===== config.mk =====
export PLATFORM = sky130hd
export DESIGN_NAME = led_command_driver_flat
export DESIGN_NICKNAME = d
export VERILOG_FILES = /design/src/rtl/led_command_driver_if.sv /design/src/rtl/led_command_driver.sv /design/src/flat_wrapper.sv
export SDC_FILE = /design/constraint.sdc
export NUM_CORES = 1
export LEC_CHECK = 0
export CAP_MARGIN = 30
export CORE_MARGIN = 1.5
export CORE_UTILIZATION = 59
export CTS_BUF_LIST = sky130_fd_sc_hd__clkbuf_8
export DETAILED_ROUTE_END_ITERATION = 12
export PLACE_DENSITY = 0.86
export SLEW_MARGIN = 10
export SYNTH_ARGS = -nofsm -noshare
export SYNTH_HDL_FRONTEND = slang
export SYNTH_SLANG_ARGS = --single-unit

===== constraint.sdc =====
create_clock -name clock -period 4.4 [get_ports clock]
set_input_delay 0.66 -clock clock [delete_from_list [all_inputs] [get_ports clock]]
set_output_delay 0.66 -clock clock [all_outputs]
set_load 0.01 [all_outputs]

===== src/rtl/led_command_driver_if.sv =====
// Command bus between the processor's LED register region and the LED driver.
// The master owns the command vector and strobe; the slave answers with an apply acknowledge.
interface led_command_driver_if #(
  parameter int NUM_LEDS = 9,
  parameter int CMD_W    = 16
);
  logic [NUM_LEDS*CMD_W-1:0] led_commands;
  logic                      cmd_valid;
  logic                      cmd_ack;

  modport master (output led_commands, output cmd_valid, input cmd_ack);
  modport slave  (input led_commands, input cmd_valid, output cmd_ack);
endinterface


===== src/rtl/led_command_driver.sv =====
// PWM/blink driver for the red/green LED pairs. Commands are staged in a shadow
// register and promoted to the active set only at a frame boundary, so pins never glitch mid-frame.
module led_command_driver #(
  parameter int NUM_LEDS = 9,
  parameter int CMD_W    = 16,
  parameter int PRESCALE = 4
) (
  input  logic                  clock,
  input  logic                  reset,
  led_command_driver_if.slave   cmd_if,
  output logic [2*NUM_LEDS-1:0] led_pins,
  output logic                  frame_start
);

  localparam int VEC_W = NUM_LEDS * CMD_W;
  localparam int PS_W  = (PRESCALE > 1) ? $clog2(PRESCALE) : 1;
  localparam logic [PS_W-1:0] PS_LAST = PS_W'(PRESCALE - 1);

  // Field offsets inside one LED command.
  localparam int MODE_LSB  = 14;
  localparam int RATE_LSB  = 12;
  localparam int RED_LSB   = 4;
  localparam int GREEN_LSB = 0;

  typedef enum logic [1:0] {
    MODE_OFF   = 2'b00,
    MODE_SOLID = 2'b01,
    MODE_BLINK = 2'b10,
    MODE_RSVD  = 2'b11
  } mode_e;

  logic [PS_W-1:0]       prescale_cnt_q, prescale_cnt_d;
  logic [3:0]            pwm_cnt_q, pwm_cnt_d;
  logic [6:0]            frame_cnt_q, frame_cnt_d;
  logic [VEC_W-1:0]      shadow_q, shadow_d;
  logic [VEC_W-1:0]      active_q, active_d;
  logic                  pending_q, pending_d;
  logic                  cmd_ack_q, cmd_ack_d;
  logic [2*NUM_LEDS-1:0] led_pins_q, led_pins_d;
  logic                  frame_start_q, frame_start_d;

  logic tick;
  logic boundary;

  // NOTE: every always_comb output gets a default before any branch, so no path can infer a latch.
  always_comb begin
    tick           = (prescale_cnt_q == PS_LAST);
    boundary       = tick && (pwm_cnt_q == 4'hF);
    prescale_cnt_d = tick ? '0 : prescale_cnt_q + 1'b1;
    pwm_cnt_d      = tick ? pwm_cnt_q + 4'd1 : pwm_cnt_q;
    frame_cnt_d    = boundary ? frame_cnt_q + 7'd1 : frame_cnt_q;
    frame_start_d  = boundary;
  end

  // A strobe landing on the boundary goes straight to the active set and supersedes any pending shadow.
  always_comb begin
    shadow_d  = shadow_q;
    active_d  = active_q;
    pending_d = pending_q;
    cmd_ack_d = 1'b0;
    if (boundary) begin
      if (cmd_if.cmd_valid) begin
        active_d  = cmd_if.led_commands;
        pending_d = 1'b0;
        cmd_ack_d = 1'b1;
      end else if (pending_q) begin
        active_d  = shadow_q;
        pending_d = 1'b0;
        cmd_ack_d = 1'b1;
      end
    end else if (cmd_if.cmd_valid) begin
      shadow_d  = cmd_if.led_commands;
      pending_d = 1'b1;
    end
  end

  always_comb begin
    logic [1:0] rate;
    logic       on;
    led_pins_d = '0;
    rate       = '0;
    on         = 1'b0;
    for (int i = 0; i < NUM_LEDS; i++) begin
      rate = active_q[i*CMD_W + RATE_LSB +: 2];
      unique case (mode_e'(active_q[i*CMD_W + MODE_LSB +: 2]))
        MODE_SOLID: on = 1'b1;
        MODE_BLINK: on = frame_cnt_q[3'(rate) + 3'd3];
        default:    on = 1'b0;
      endcase
      led_pins_d[2*i]   = on && (pwm_cnt_q < active_q[i*CMD_W + RED_LSB   +: 4]);
      led_pins_d[2*i+1] = on && (pwm_cnt_q < active_q[i*CMD_W + GREEN_LSB +: 4]);
    end
  end

  // NOTE: shadow and active are ordinary registers, not a memory array, so they are cleared on reset like the counters.
  always_ff @(posedge clock or negedge reset) begin
    if (!reset) begin
      prescale_cnt_q <= '0;
      pwm_cnt_q      <= '0;
      frame_cnt_q    <= '0;
      shadow_q       <= '0;
      active_q       <= '0;
      pending_q      <= 1'b0;
      cmd_ack_q      <= 1'b0;
      led_pins_q     <= '0;
      frame_start_q  <= 1'b0;
    end else begin
      // NOTE: non-blocking assignments so every flop samples pre-edge values regardless of statement order.
      prescale_cnt_q <= prescale_cnt_d;
      pwm_cnt_q      <= pwm_cnt_d;
      frame_cnt_q    <= frame_cnt_d;
      shadow_q       <= shadow_d;
      active_q       <= active_d;
      pending_q      <= pending_d;
      cmd_ack_q      <= cmd_ack_d;
      led_pins_q     <= led_pins_d;
      frame_start_q  <= frame_start_d;
    end
  end

  assign cmd_if.cmd_ack = cmd_ack_q;
  assign led_pins       = led_pins_q;
  assign frame_start    = frame_start_q;

endmodule


===== src/flat_wrapper.sv =====
// flat-port wrapper written by rule: the top's interface ports become plain ports
module led_command_driver_flat 
#(
  parameter int NUM_LEDS = 9,
  parameter int CMD_W    = 16,
  parameter int PRESCALE = 4
)
  (clock, reset, led_pins, frame_start, cmd_if_led_commands, cmd_if_cmd_valid, cmd_if_cmd_ack);
  led_command_driver_if #(.NUM_LEDS(NUM_LEDS), .CMD_W(CMD_W)) cmd_if_i ();
  input  logic clock;
  input  logic reset;
  output logic [2*NUM_LEDS-1:0] led_pins;
  output logic frame_start;
  input wire logic [$bits(cmd_if_i.led_commands)-1:0] cmd_if_led_commands;
  input wire logic [$bits(cmd_if_i.cmd_valid)-1:0] cmd_if_cmd_valid;
  output wire logic [$bits(cmd_if_i.cmd_ack)-1:0] cmd_if_cmd_ack;
  assign cmd_if_i.led_commands = cmd_if_led_commands;
  assign cmd_if_i.cmd_valid = cmd_if_cmd_valid;
  assign cmd_if_cmd_ack = cmd_if_i.cmd_ack;
  led_command_driver #(.NUM_LEDS(NUM_LEDS), .CMD_W(CMD_W), .PRESCALE(PRESCALE)) u_core (.clock(clock), .reset(reset), .cmd_if(cmd_if_i), .led_pins(led_pins), .frame_start(frame_start));
endmodule

==> flow_metrics.tcl, run 1 <==
set metrics [dict create \
    die_area_um2 22300 \
    crit_required_ns 4.80 \
    netlist_instances 1136 \
    internal-power_mw 3.97 \
    drive_gt1_share_pct 15.4 \
    io_pins 167 \
    synth_common_cells "dfrtp_1, nor2_1, mux2i_1" \
    drt_wl_total_mm 26.1 \
    synth_top_cell_by_area "dfrtp_1" \
    critPathCaptureType "flip-flop" \
    drt_iter0_drc 394 \
    grt_usage_pct 24.6 \
    worstSetupStartpoint "u_core.pwm_cnt_q[2]" \
    clock_latency_ns 0.54 \
    async_flop_share_pct 100 \
    die_w_um 149 \
    wl_per_cell_um 16.6 \
    finalMaxSlewViolations 0 \
    numCtsBuffers 42 \
    drc 0 \
    max_slew_margin_pct 39.4 \
    cts_tree "built" \
    p_per_area_nw_per_um2 353 \
    synth.cell_area_um2 12600 \
    fin_skew_ns 0.0203 \
    grt_pass1_wl_mm 43.3 \
    overflow 0 \
    path_clk_slew_ns 0.06 \
    ys_seq_elements 250 \
    finalHoldViolations 0 \
    ant_nets 0 \
    fillerInstances 1510 \
    critPathLaunchType "flip-flop" \
    fin_crit_ns 2.52 \
    synth_nets 1367 \
    p_leak_nw 7.01 \
    syn_avg_cell_area_um2 11.1 \
    fin_total_pwr_mw 5.29 \
    max_freq_mhz 397 \
    switchingPower_mw 1.31 \
    setup_ws_ns 1.88 \
    core_area_um2 21000 \
    finalSetupViolCount 0 \
    nNetsFinal 1499 \
    num_vias 8659 \
    core.rowCount 53 \
    r2r_start "u_core.pwm_cnt_q[2]" \
    fin_hold_ws_ns 0.218 \
    io_buffers 130 \
    tightest_slew_ns 0.909 \
    p_seq_share_pct 48.4 \
    grt_max_degree 131 \
    grt_pass1_vias 8891 \
    cts_hold_buffers 0 \
    fin_setup_tns_ns 0 \
    cts_resized 0 \
    antenna_found_initial 0 \
    synth-main-ff-cell "dfrtp_1" \
    hp-class "in2async" \
    clockBufferDepth 3 \
    yosysMostFrequentCell "dfrtp_1" \
    via_per_inst 5.51 \
    dp.final_hpwl_mm 16.4 \
    rsz0062_at_grt "false" \
    gp_congestion 0.758 \
    worstPathMaxFanout 62 \
    ys_types 31 \
    path_class "reg2reg" \
    dr.pass1.iters 4 \
    synth-seq-area-share_pct 49.5 \
    synth.top_cell.area_share_pct 49.5 \
    start_util_pct 60.1 \
    switching_share_pct 24.8 \
    synth_edf_count 0 \
    fin_crit_sh_pct 57.2 \
    area_growth_pct 18.4 \
    irDropWorstVdd_v 0.000229 \
    post-place-ws_ns 1.74 \
    status "finished, final reports clean" \
    arrival_ns 2.92 \
    max_cap_violations 0 \
    cts-root-buf "clkbuf_8" \
    synthTopCellsByArea "dfrtp_1, mux2_2, mux2i_1" \
    htree_levels 2 \
    dieHeight_um 149 \
    power_frac_clock_pct 39.2 \
    n_antenna_cell 0 \
    power_frac_comb_pct 12.4 \
    cts.sinks 250 \
    yosys_warnings 0 \
    post-cts-setup-buffers 0 \
]
[power by group through the flow]
stage	sequential [mW]	clock, mW	combinational, mW
after floorplan	2.57	0	0.415
after global placement	2.58	0	0.626
after detailed placement	2.59	0	0.658
after CTS	2.56	2.12	0.667
after global routing	2.58	2.22	0.739
final	2.56	2.07	0.655
[worst max-delay path: stages, from the launching register on]
cell	delay, ns
dfrtp_1	0.32
buf_4	0.37
nand4_4	0.26
nand2_4	0.58
buf_12	0.39
mux2_2	0.39
[cells in the final DEF (no fill, tap or decap), types with 36 or more instances in the layout]
| cell | synthesis | routed |
|---|---|---|
| clkbuf_8 | 0 | 54 |
| a21oi_1 | 126 | 126 |
| nor2_1 | 142 | 142 |
| inv_1 | 109 | 120 |
| o21ai_0 | 36 | 36 |
| dfrtp_1 | 250 | 250 |
| mux2_2 | 115 | 115 |
| clkdlybuf4s50_1 | 0 | 128 |
| mux2i_1 | 129 | 129 |
| ha_1 | 84 | 84 |
[registers in the layout, indices dropped and copies added, names as in the netlist]
name / count
u_core.shadow_q: 108
u_core.cmd_if.cmd_ack: 1
u_core.led_pins: 18
u_core.prescale_cnt_q: 2
u_core.active_q: 108
u_core.pwm_cnt_q: 4
u_core.frame_start: 1
u_core.pending_q: 1
u_core.frame_cnt_q: 7
[cells by family after synthesis]
kind of cell	count (synthesis)	share of synthesized area (%)
AND/OR/NAND/NOR	198	7.21
flip-flops	250	49.5
XOR/XNOR	9	0.624
adder cells (fa/ha/maj)	84	8.32
AO/OA/AOI/OAI	186	8.14
multiplexers	244	20.5
buffers and inverters	165	5.70
[cell type report]
cell class                      count  area [um^2]  area share (%)
Timing Repair Buffer              144         1440            9.61
Sequential cell                   250         6260            41.8
Clock buffer                       54          743            4.97
Multi-Input combinational cell    721         5660            37.8
Clock inverter                     19          109           0.728
Tap cell                          275          344            2.30
Inverter                          109          409            2.74
[per-stage QoR]
step	cell area [um^2]	util (%)	cells
final	15000	71.2	1572
after global routing	15000	71.2	1572
after CTS	15000	71.2	1572
after detailed placement	14100	67.1	1499
after global placement	14100	67.1	1499
after floorplan	12600	-	1136
[path summary, 6_finish.rpt]
| kind | slack, ns | cells past startpoint | endpoint |
|---|---|---|---|
| worst max-delay path | 1.88 | 5 | u_core.shadow_q[52] |
| worst min-delay path | 0.22 | 1 | u_core.shadow_q[114] |
| worst max register to register | 1.88 | 5 | u_core.shadow_q[52] |
| worst min register to register | 0.43 | 1 | u_core.prescale_cnt_q[0] |
| max in group asynchronous | 3.19 | 2 | u_core.shadow_q[18] |
| min in group clock | 0.43 | 1 | u_core.prescale_cnt_q[0] |
[layer usage]
metal	vias up	GRT usage [%]	wire, um
li1	4191	-	-
met1	4232	30.6	11100
met2	168	42.5	13000
met3	68	4.56	1190
met4	0	9.31	819
met5	-	0	0
No activity file was read; power rests on OpenSTA's default activity.
==> inputs of run 2 (changes only) <==
--- a/config.mk
+++ b/config.mk
@@ -7,10 +7,10 @@
 export LEC_CHECK = 0
 export CAP_MARGIN = 30
 export CORE_MARGIN = 1.5
-export CORE_UTILIZATION = 59
+export CORE_UTILIZATION = 52
 export CTS_BUF_LIST = sky130_fd_sc_hd__clkbuf_8
 export DETAILED_ROUTE_END_ITERATION = 12
-export PLACE_DENSITY = 0.86
+export PLACE_DENSITY = 0.8
 export SLEW_MARGIN = 10
 export SYNTH_ARGS = -nofsm -noshare
 export SYNTH_HDL_FRONTEND = slang
==> constraint.sdc (replaced) <==
create_clock -name clock -period 2.15 [get_ports clock]
set_input_delay 0.3225 -clock clock [delete_from_list [all_inputs] [get_ports clock]]
set_output_delay 0.3225 -clock clock [all_outputs]
set_load 0.01 [all_outputs]
==> flow_metrics.tcl, run 2 (synthesis gave the netlist of run 1 again) <==
set metrics [dict create \
    status "finished, final reports clean" \
    nNetsFinal 1511 \
    critPathTopFamily "compound AO/OA/AOI/OAI gates" \
    highest_layer "met5" \
    critPathSlowestCell "a2111oi_1" \
    cp.depth 6 \
    fin_crit_ns 2.06 \
    p_per_area_nw_per_um2 712 \
    final_core_util_pct 64.0 \
    fin_total_pwr_mw 10.8 \
    area_growth_pct 20.1 \
    drt_iter0_drc 424 \
    critPathLaunchType "flip-flop" \
    slowest_delay_ns 0.42 \
    die_w_um 159 \
    worstSetupStartpoint "u_core.active_q[44]" \
    max_slew_margin_pct 61.2 \
    finalMaxSlewViolations 0 \
    grt_pass1_wl_mm 43.6 \
    grt_pass1_vias 8941 \
    tightest_slew_ns 0.582 \
    drt_wl_total_mm 26.1 \
    numCtsBuffers 44 \
    clock_latency_ns 0.55 \
    dp.final_hpwl_mm 16.7 \
    cts_tree "built" \
    worstPathMaxFanout 5 \
    crit_required_ns 2.58 \
    fin_skew_ns 0.0302 \
    switchingPower_mw 2.68 \
    crit_chain "inv_1, ha_1, mux2_2, a2111oi_1, a311o_1, nor3_1" \
    wirelength_met1_mm 11.4 \
    switching_share_pct 24.8 \
    regToRegSetupSlack_ns 0.09 \
    die_area_um2 25200 \
    path_clk_slew_ns 0.06 \
    overflow 0 \
    io_buffers 130 \
    via_per_inst 5.26 \
    fillerInstances 1931 \
    r2r_start "u_core.active_q[44]" \
    p_seq_share_pct 48.4 \
    drc 0 \
    wl_per_cell_um 16.0 \
    start_util_pct 53.3 \
    crit_path_end "u_core.led_pins[4]" \
    post-cts-setup-buffers 0 \
    grt_usage_pct 21.2 \
    cts-root-buf "clkbuf_8" \
    internal-power_mw 8.12 \
    regArea_um2 6260 \
    routed-wl-met2_mm 12.8 \
    core_area_um2 23700 \
    dr.pass1.iters 4 \
    core.rowCount 56 \
    p_leak_nw 7.10 \
    critPathCaptureType "flip-flop" \
    path_class "reg2reg" \
    cts.sinks 250 \
    max_freq_mhz 486 \
    timing.rr.end "u_core.led_pins[4]" \
    fin_setup_tns_ns 0 \
    n_antenna_cell 0 \
    power_frac_clock_pct 38.9 \
    met3_length_mm 1.33 \
    layout_common_cells "dfrtp_1, nor2_1, mux2i_1" \
    hp-class "in2reg" \
    finalSetupViolCount 0 \
    fin_crit_sh_pct 95.7 \
    clockBufferDepth 3 \
    finalHoldViolations 0 \
    gp_congestion 0.776 \
    antenna_found_initial 1 \
    arrival_ns 2.49 \
    io_pins 167 \
    power_frac_comb_pct 12.6 \
    irDropWorstVdd_v 0.000606 \
    num_vias 8559 \
    cp_num_buf_inv 1 \
    r2r_cells 6 \
    layout_commonest_cell "dfrtp_1" \
    dieHeight_um 159 \
    max_cap_violations 0 \
    ant_nets 0 \
    multi_input_area_um2 5660 \
    htree_levels 2 \
    rsz0062_at_grt "false" \
    drive_gt1_share_pct 15.6 \
    grt_max_degree 113 \
]
[run 2: cell count changes in the layout (fill, tap and decap cells not counted)]
cell,change
inv_1,+7
buf_12,+6
clkinv_2,-4
a2111oi_0,-3
a2111oi_1,+3
buf_4,+3
clkbuf_8,-1
clkinvlp_4,-1
dlygate4sd3_1,+1
inv_6,+1
[run 2: area by class of cell]
| cell class | count | area share (%) |
|---|---|---|
| Tap cell | 319 | 2.63 |
| Clock buffer | 53 | 4.81 |
| Sequential cell | 250 | 41.3 |
| Multi-Input combinational cell | 721 | 37.4 |
| Inverter | 109 | 2.70 |
| Clock inverter | 22 | 0.767 |
| Timing Repair Buffer | 154 | 10.5 |
[run 2: routing by layer]
metal / vias up / track usage (%)
li1: 4201 / -
met1: 4156 / 27.0
met2: 159 / 36.6
met3: 41 / 3.89
met4: 2 / 6.35
met5: - / 0
[run 2: repair_timing]
item                       in CTS  in global routing
gates resized for setup         0                  3
setup endpoints to repair       0                  6
hold endpoints to repair       66                  0
hold buffers                    1                  0
[run 2: worst min path at each step]
stage | from | end | cells after the start
after floorplan | reset | u_core.active_q[0] | 0
after global placement | reset | u_core.shadow_q[134] | 1
after detailed placement | reset | u_core.shadow_q[134] | 1
after CTS | cmd_if_cmd_valid | u_core.active_q[100] | 3
after global routing | cmd_if_cmd_valid | u_core.active_q[97] | 3
final | cmd_if_cmd_valid | u_core.active_q[100] | 3
[run 2: stage by stage]
stage / instances / hold slack (ns) / instance area [um^2] / setup slack [ns]
after floorplan: 1136 / 0.0269 / 12600 / 0.118
after global placement: 1552 / 0.343 / 14300 / 0.150
after detailed placement: 1552 / 0.337 / 14300 / 0.0850
after CTS: 1628 / 0.250 / 15200 / 0.0538
after global routing: 1628 / 0.286 / 15200 / 0.000217
final: 1628 / 0.276 / 15200 / 0.0924
[run 2: power groups by stage]
stage | clock network (mW) | logic [mW] | registers [mW]
floorplan | 0 | 0.849 | 5.26
global placement | 0 | 1.32 | 5.29
detailed placement | 0 | 1.37 | 5.31
CTS | 4.33 | 1.38 | 5.23
global route | 4.52 | 1.54 | 5.27
finish | 4.21 | 1.36 | 5.23
[run 2: worst register-to-register path: stages (launching register included)]
cell	delay, ns
dfrtp_1	0.39
inv_1	0.07
ha_1	0.37
mux2_2	0.35
a2111oi_1	0.42
a311o_1	0.25
nor3_1	0.08
==> inputs of run 3 (changes only) <==
--- a/config.mk
+++ b/config.mk
@@ -7,10 +7,11 @@
 export LEC_CHECK = 0
 export CAP_MARGIN = 30
 export CORE_MARGIN = 1.5
-export CORE_UTILIZATION = 52
+export CORE_UTILIZATION = 59
 export CTS_BUF_LIST = sky130_fd_sc_hd__clkbuf_8
 export DETAILED_ROUTE_END_ITERATION = 12
-export PLACE_DENSITY = 0.8
+export DONT_BUFFER_PORTS = 1
+export PLACE_DENSITY = 0.79
 export SLEW_MARGIN = 10
 export SYNTH_ARGS = -nofsm -noshare
 export SYNTH_HDL_FRONTEND = slang
==> flow_metrics.tcl, run 3 (synthesis gave the netlist of run 1 again) <==
set metrics [dict create \
    area_growth_pct 18.4 \
    post-place-ws_ns 0.0858 \
    crit_required_ns 2.58 \
    grt_usage_pct 25.2 \
    die_w_um 149 \
    grt_max_degree 251 \
    fin_crit_ns 2.08 \
    antenna_found_initial 0 \
    fin_crit_sh_pct 96.8 \
    fin_total_pwr_mw 11.0 \
    r2r_start "u_core.active_q[92]" \
    regArea_um2 6260 \
    die_area_um2 22300 \
    critPathLaunchType "flip-flop" \
    path_class "reg2reg" \
    regToRegSetupSlack_ns 0.07 \
    critPathSlowestCell "dfrtp_2" \
    max_cap_violations 0 \
    cp_num_buf_inv 1 \
    cp.depth 6 \
    fin_cells 1559 \
    layout_commonest_cell "dfrtp_1" \
    finalHoldViolations 250 \
    cts.sinks 250 \
    dp.final_hpwl_mm 15.0 \
    placed_area_um2 12800 \
    arrival_ns 2.51 \
    io_pins 167 \
    max_freq_mhz 481 \
    n_antenna_cell 0 \
    overflow 0 \
    dr.pass1.iters 4 \
    cts_tree "built" \
    fillerInstances 1428 \
    fin_skew_ns 0.0128 \
    slowest_delay_ns 0.42 \
    critPathTopFamily "compound AO/OA/AOI/OAI gates" \
    clockBufferDepth 3 \
    p_per_area_nw_per_um2 732 \
    cts-root-buf "clkbuf_8" \
    crit_path_end "u_core.led_pins[10]" \
    drc 0 \
    status "complete, but fails checks" \
    num_vias 8624 \
    drt_wl_total_mm 27.5 \
    io_buffers 0 \
    ant_nets 0 \
    multi_input_area_um2 5690 \
    fin_hold_ws_ns -0.520 \
    setup_ws_ns 0.0695 \
    rsz0062_at_grt "false" \
    via_per_inst 5.53 \
    r2r_cells 6 \
    crit_chain "inv_1, ha_1, mux2_2, a2111oi_2, a311o_1, nor3_1" \
    dieHeight_um 149 \
    max_slew_margin_pct 61.1 \
    clock_latency_ns 0.54 \
    drt_iter0_drc 472 \
    fin_setup_tns_ns 0 \
    irDropWorstVdd_v 0.000597 \
    final_area_um2 15000 \
    final_core_util_pct 71.1 \
    critPathCaptureType "flip-flop" \
    numCtsBuffers 44 \
    wl_per_cell_um 17.6 \
    worstPathMaxFanout 5 \
    timing.rr.end "u_core.led_pins[10]" \
    grt_pass1_vias 8923 \
    grt_pass1_wl_mm 44.2 \
    layout_common_cells "dfrtp_1, nor2_1, mux2i_1" \
    start_util_pct 60.1 \
    placed_cells 1367 \
    htree_levels 2 \
    worstSetupStartpoint "u_core.active_q[92]" \
    nNetsFinal 1485 \
    tightest_slew_ns 0.584 \
    p_leak_nw 7.02 \
    gp_congestion 0.748 \
    finalMaxSlewViolations 0 \
    path_clk_slew_ns 0.06 \
    core.rowCount 53 \
    core_area_um2 21000 \
    drive_gt1_share_pct 16.0 \
    violations "hold timing" \
    finalSetupViolCount 0 \
    hp-class "in2async" \
]
run 3: power by group:
part	switching [mW]	internal [mW]
clock network	1.93	2.59
registers	0.192	5.05
logic	0.504	0.683
run 3: what timing repair did:
item                       CTS  global route
setup buffers                0             0
setup endpoints to repair    0            10
gates resized for setup      0            10
hold buffers               114             2
hold endpoints to repair   455           251
run 3: how the worst min path moves through the flow:
stage | to | startpoint
after floorplan | u_core.active_q[0] | reset
after global placement | u_core.active_q[115] | reset
after detailed placement | u_core.active_q[113] | reset
after CTS | u_core.shadow_q[7] | reset
after global routing | u_core.active_q[113] | reset
final | u_core.active_q[5] | reset
run 3: routing by layer:
layer	routed length, um	vias to the layer above	track usage (%)	share of wire (%)
met5	0	-	0	0
met4	831	0	9.26	3.0
met3	1300	55	5.54	4.7
met2	13700	196	43.8	50
met1	11700	4207	30.7	42
li1	-	4166	-	-
run 3: layout make-up:
cell class                      instances  area share (%)
Multi-Input combinational cell        721            38.1
Timing Repair Buffer                  128            8.85
Sequential cell                       250            41.8
Inverter                              109            2.74
Tap cell                              275            2.30
Clock buffer                           60            5.52
Clock inverter                         16           0.653
